File: src/rtl/operand_fetch.sv
// Operand-fetch stage: regfile read, EX/MEM forwarding, load-use bubble
// insertion and the ID/EX pipeline register with valid/ready handshakes.
module operand_fetch #(
    parameter int XLEN  = 32,
    parameter int RA_W  = 5,
    parameter int CNT_W = 16
) (
    input  logic             clk,
    input  logic             rst_n,
    input  logic             flush,
    input  logic             in_valid,
    output logic             in_ready,
    input  logic [XLEN-1:0]  in_pc,
    input  logic [XLEN-1:0]  in_imm,
    input  logic [RA_W-1:0]  in_rs1,
    input  logic [RA_W-1:0]  in_rs2,
    input  logic             in_use_rs1,
    input  logic             in_use_rs2,
    input  logic [RA_W-1:0]  in_rd,
    input  logic             in_rd_we,
    input  logic             in_is_load,
    output logic [RA_W-1:0]  rf_read1,
    output logic [RA_W-1:0]  rf_read2,
    input  logic [XLEN-1:0]  rf_data1,
    input  logic [XLEN-1:0]  rf_data2,
    input  logic             ex_fwd_valid,
    input  logic [RA_W-1:0]  ex_fwd_rd,
    input  logic [XLEN-1:0]  ex_fwd_data,
    input  logic             mem_fwd_valid,
    input  logic [RA_W-1:0]  mem_fwd_rd,
    input  logic [XLEN-1:0]  mem_fwd_data,
    output logic             out_valid,
    input  logic             out_ready,
    output logic [XLEN-1:0]  out_pc,
    output logic [XLEN-1:0]  out_imm,
    output logic [XLEN-1:0]  out_rs1_val,
    output logic [XLEN-1:0]  out_rs2_val,
    output logic [RA_W-1:0]  out_rd,
    output logic             out_rd_we,
    output logic             out_is_load,
    output logic [CNT_W-1:0] stall_cnt
);

    // Youngest producer wins: EX before MEM before the regfile; x0 is always 0.
    function automatic logic [XLEN-1:0] fwd_sel(
        input logic [RA_W-1:0] rs,
        input logic [XLEN-1:0] rf,
        input logic            exv,
        input logic [RA_W-1:0] exrd,
        input logic [XLEN-1:0] exd,
        input logic            memv,
        input logic [RA_W-1:0] memrd,
        input logic [XLEN-1:0] memd
    );
        if (rs == '0)                   return '0;
        else if (exv && exrd == rs)     return exd;
        else if (memv && memrd == rs)   return memd;
        else                            return rf;
    endfunction

    // Saturating increment for the bubble counter.
    function automatic logic [CNT_W-1:0] sat_inc(input logic [CNT_W-1:0] c);
        return (&c) ? c : c + CNT_W'(1);
    endfunction

    logic             vld_p1;
    logic [XLEN-1:0]  pc_p1, imm_p1, op1_p1, op2_p1;
    logic [RA_W-1:0]  rd_p1;
    logic             rd_we_p1, is_load_p1;
    logic [CNT_W-1:0] stall_cnt_p1;

    logic [XLEN-1:0]  op1_p0, op2_p0;
    logic             adv, hazard, accept;

    assign rf_read1 = in_rs1;
    assign rf_read2 = in_rs2;

    // ---- p0: operand resolution and handshake ----
    // Resolve operands and decide whether the incoming instruction can enter ID/EX.
    always_comb begin
        op1_p0 = fwd_sel(in_rs1, rf_data1, ex_fwd_valid, ex_fwd_rd, ex_fwd_data,
                         mem_fwd_valid, mem_fwd_rd, mem_fwd_data);
        op2_p0 = fwd_sel(in_rs2, rf_data2, ex_fwd_valid, ex_fwd_rd, ex_fwd_data,
                         mem_fwd_valid, mem_fwd_rd, mem_fwd_data);
        adv    = !vld_p1 || out_ready;
        hazard = in_valid && vld_p1 && is_load_p1 && (rd_p1 != '0) && rd_we_p1 &&
                 ((in_use_rs1 && in_rs1 == rd_p1) || (in_use_rs2 && in_rs2 == rd_p1));
        in_ready = adv && !hazard && !flush;
        accept   = in_valid && in_ready;
    end

    // ---- p1: ID/EX register ----
    // ID/EX register update: flush, accept, load-use bubble, drain, or hold.
    always_ff @(posedge clk or negedge rst_n) begin
        if (!rst_n) begin
            vld_p1       <= 1'b0;
            pc_p1        <= '0;
            imm_p1       <= '0;
            op1_p1       <= '0;
            op2_p1       <= '0;
            rd_p1        <= '0;
            rd_we_p1     <= 1'b0;
            is_load_p1   <= 1'b0;
            stall_cnt_p1 <= '0;
        end else if (flush) begin
            vld_p1 <= 1'b0;
        end else if (accept) begin
            vld_p1     <= 1'b1;
            pc_p1      <= in_pc;
            imm_p1     <= in_imm;
            op1_p1     <= op1_p0;
            op2_p1     <= op2_p0;
            rd_p1      <= in_rd;
            rd_we_p1   <= in_rd_we;
            is_load_p1 <= in_is_load;
        end else if (adv && hazard) begin
            vld_p1       <= 1'b0;
            stall_cnt_p1 <= sat_inc(stall_cnt_p1);
        end else if (adv) begin
            vld_p1 <= 1'b0;
        end
    end

    assign out_valid   = vld_p1;
    assign out_pc      = pc_p1;
    assign out_imm     = imm_p1;
    assign out_rs1_val = op1_p1;
    assign out_rs2_val = op2_p1;
    assign out_rd      = rd_p1;
    assign out_rd_we   = rd_we_p1;
    assign out_is_load = is_load_p1;
    assign stall_cnt   = stall_cnt_p1;

endmodule

File: config.mk
export PLATFORM = sky130hd
export DESIGN_NAME = operand_fetch
export DESIGN_NICKNAME = d
export VERILOG_FILES = /design/src/rtl/operand_fetch.sv
export SDC_FILE = /design/constraint.sdc
export NUM_CORES = 1
export LEC_CHECK = 0
export ABC_AREA = 1
export CAP_MARGIN = 20
export CORE_MARGIN = 5
export CORE_UTILIZATION = 42
export DETAILED_ROUTE_END_ITERATION = 16
export PLACE_DENSITY = 0.78
export SKIP_CTS_REPAIR_TIMING = 1
export SYNTH_ARGS = -nofsm -noshare
export SYNTH_HDL_FRONTEND = slang
export SYNTH_SLANG_ARGS = --single-unit
export TNS_END_PERCENT = 5
File: constraint.sdc
create_clock -name clk -period 2.1 [get_ports clk]
set_input_delay 0.42 -clock clk [delete_from_list [all_inputs] [get_ports clk]]
set_output_delay 0.42 -clock clk [all_outputs]
set_load 0.01 [all_outputs]
==> results of run 1 <==
[tightest hold or removal path: stages (launching register included)]
cell,delay (ns)
dfrtp_1,0.34
nand2_1,0.05
nand2_1,0.05
[state kept, by name (all words and copies together), names as in the netlist, 5 cells and up]
signal and count:
out_pc 32, out_rs1_val 32, out_imm 32, out_rs2_val 32, out_rd 5, stall_cnt 16
[where the power goes]
part           internal (mW)  switching, mW  total (mW)
Clock                   1.80           1.39        3.20
Sequential              3.34          0.278        3.62
Combinational           1.56           1.43        2.99
Total                   6.71           3.11        9.81
[path summary, 6_finish.rpt]
| kind | startpoint | end | slack, ns | depth (start not counted) |
|---|---|---|---|---|
| max in group asynchronous | rst_n | out_rs1_val[27]$_DFFE_PN0P_ | 0.90 | 3 |
| max reg2reg | out_rd[3]$_DFFE_PN0P_ | out_rs1_val[17]$_DFFE_PN0P_ | 0.17 | 12 |
| max | in_rs1[4] | in_ready | 0.06 | 9 |
| min in group asynchronous | rst_n | out_rs1_val[7]$_DFFE_PN0P_ | 0.49 | 2 |
| min reg2reg | out_pc[9]$_DFFE_PN0P_ | out_pc[9]$_DFFE_PN0P_ | 0.48 | 2 |
| min | out_pc[9]$_DFFE_PN0P_ | out_pc[9]$_DFFE_PN0P_ | 0.48 | 2 |
[logic make-up after synthesis]
| kind of cell | synth area share |
|---|---|
| AOI/OAI and AO/OA | 0.0524 |
| xor gates and xnor gates | 0.0103 |
| adders and majority gates | 0.00147 |
| buffers and inverters | 0.0867 |
| DFF | 0.446 |
| and+or+nand+nor | 0.403 |
[layer usage]
layer	part of all wire	vias up	routed length (µm)
li1	-	4750	-
met5	0.00030	-	11
met4	0.031	2	1120
met2	0.49	556	18100
met1	0.38	4717	13800
met3	0.097	73	3550
[Yosys cell counts, types with 3 or more instances]
cell,instances,area [µm²]
inv_1,67,251
xor2_1,8,70.1
o21ai_0,16,80.1
buf_2,15,75.1
nand2_1,426,1600
nand3_1,153,766
inv_2,8,30.0
buf_4,12,90.1
nand4_1,135,845
nor2_1,40,150
clkbuf_1,63,236
nor3_1,4,20.0
buf_6,5,56.3
o21ai_1,64,320
dfrtp_1,152,3800
o22ai_1,3,18.8
[stage by stage]
step | util | TNS (ns) | worst slack (ns)
floorplan | - | 0 | 0.326
global placement | 0.655 | -32.17 | -0.408
detailed placement | 0.655 | -33.36 | -0.408
CTS | 0.685 | -0.416 | -0.415
global route | 0.689 | -0.0196 | -0.0196
finish | 0.689 | 0 | 0.0608
[cell usage in the layout (no fill, tap or decap), types with 2 or more instances in the layout]
cell type,n
o21ai_0,16
nor3_1,4
inv_1,65
buf_12,19
nand4_1,135
dfrtp_2,3
a21oi_2,3
nand2_2,2
dlymetal6s2s_1,7
inv_6,4
buf_4,57
xnor2_1,2
inv_2,10
buf_6,3
nand3_1,151
inv_8,4
o21ai_1,64
clkinv_4,3
nor2_2,14
xor2_1,8
dfrtp_1,149
nor2_1,28
clkdlybuf4s50_1,380
clkbuf_16,18
bufinv_16,2
o22ai_1,3
nand2_1,426
[layout make-up]
cell class,count,area share
multi-input combinational,864,0.292
inverter,75,0.0203
clock inverter,15,0.0129
clock buffer,17,0.0307
timing repair buffer,469,0.344
sequential,152,0.275
tap,270,0.0244
==> flow_summary_export.csv, run 1 <==
group,metric,value,unit
worst_setup_path,crit_arrival,1.62,ns
cells_and_area,layout-drive-gt1-share,0.0948,
worst_setup_path,crit_buf_inv,3,
cells_and_area,fin_nets,1808,
cts,cts.path.max_buffers,2,
placed_design,gp_congestion,0.977,
placed_design,dp.cells,1826,
cts,cts.clk_slew.worst_paths,0.06,ns
global_route,grt_pass1_wl,56500,µm
cts,clkSinkCount,152,
timing,relSlewSlack,0.454,
route,viasPerCell,5.42,
worst_hold_path,hold_class,"flip-flop to flip-flop",
run,max_cap_violations,0,
global_route,overflow,0,
yosys,synth-edff-count,0,
floorplanning,die-area,0.0232,mm²
yosys,synthFlopType,"dfrtp_1",
worst_setup_path,cp_max_fo,3,
cts,cts_tree,"done",
placed_design,placed_area,0.0132,mm²
global_route,grt_use_met1,0.364,
global_route,grt_util_met2,0.521,
worst_setup_path,cp.required,1.68,ns
route,drt_wl_total,36600,µm
route,drtIter0Drc,830,
timing,fmax,490,MHz
yosys,avgSynthCellArea,7.19,µm²
timing,slew_violations,0,
placed_design,dp_hpwl,27000,µm
placed_design,io_buffers,390,
run_status,outcome,"finished, final reports clean",
route,wl_per_cell,19.6,µm
floorplanning,die_x,152,µm
power,p_per_area,708,mW/mm²
timing,period_needed,2.04,ns
power,ir_worst_vdd,442,µV
timing,tightest_slew,0.819,ns
cells_and_area,area_growth,62.6,%
timing,clock_skew,0.0137,ns
cells_and_area,post-route-cell-area,0.0139,mm²
floorplanning,floorplan.initialDensity,0.424,
cts,numCtsBuffers,17,
floorplanning,die_y,152,µm
cells_and_area,num-fill-cells,1695,
cts,clk_latency,0.42,ns
yosys,syn-cell-area,0.00852,mm²
timing,whs,0.477,ns
route,num_vias,10098,
floorplanning,rows,52,
global_route,grt_pass1_vias,10048,
route,drc_errors,0,
yosys,ys_warn_count,0,
cts,cts_root_buffer,"clkbuf_16",
global_route,grt_antenna_before_repair,1,
global_route,grt.busiest_layer,"met2",
floorplanning,io-pin-count,391,
power,p_leak,6.68,nW
worst_setup_path,critPathLaunchType,"input port",
cells_and_area,final_cells,1862,
global_route,met3_usage,0.0818,
yosys,syn-num-nets,1415,
timing,hold_viol,0,
worst_setup_path,crit_type,"input port to primary output",
worst_setup_path,crit_path_end_kind,"primary output",
worst_setup_path,slowest_stage,"clkdlybuf4s50_1",
cells_and_area,multi_input_area,0.00405,mm²
route,antenna_left,0,
worst_setup_path,path_delay_family,"buffers and inverters",
yosys,yosysSeqAreaShare,0.446,
timing,timing.final.crit_share,0.971,
yosys,async_flop_share,1.00,
worst_setup_path,path_common_cell,"nand2_1",
floorplanning,core_area,0.0201,mm²
power,power,9.81,mW
timing,rsz0062_at_grt,"true",
worst_setup_path,slowest_delay,0.52,ns
cells_and_area,regArea,0.00381,mm²
yosys,synth_cell_type_count,26,
global_route,grt_usage,0.302,
timing,setup_viol_count_final,0,
cells_and_area,antenna_cells,0,
route,first_pass_iters,5,
yosys,syn_inst,1186,
global_route,grt_max_degree,75,
cts,htreeDepth,4,
yosys,ys_ff_latch,152,
worst_setup_path,crit_chain,"clkdlybuf4s50_1, inv_2, nand2_1, nand2_1, nor2_1, nand3_1, nand2_2, a21oi_4, buf_6",
(Power assumes the default switching activity.)
==> run 2, diff against run 1 <==
Settings changed: CAP_MARGIN 20 to 30.
==> results of run 2 <==
The final DEF is identical to that of run 1; final timing and power are the same.
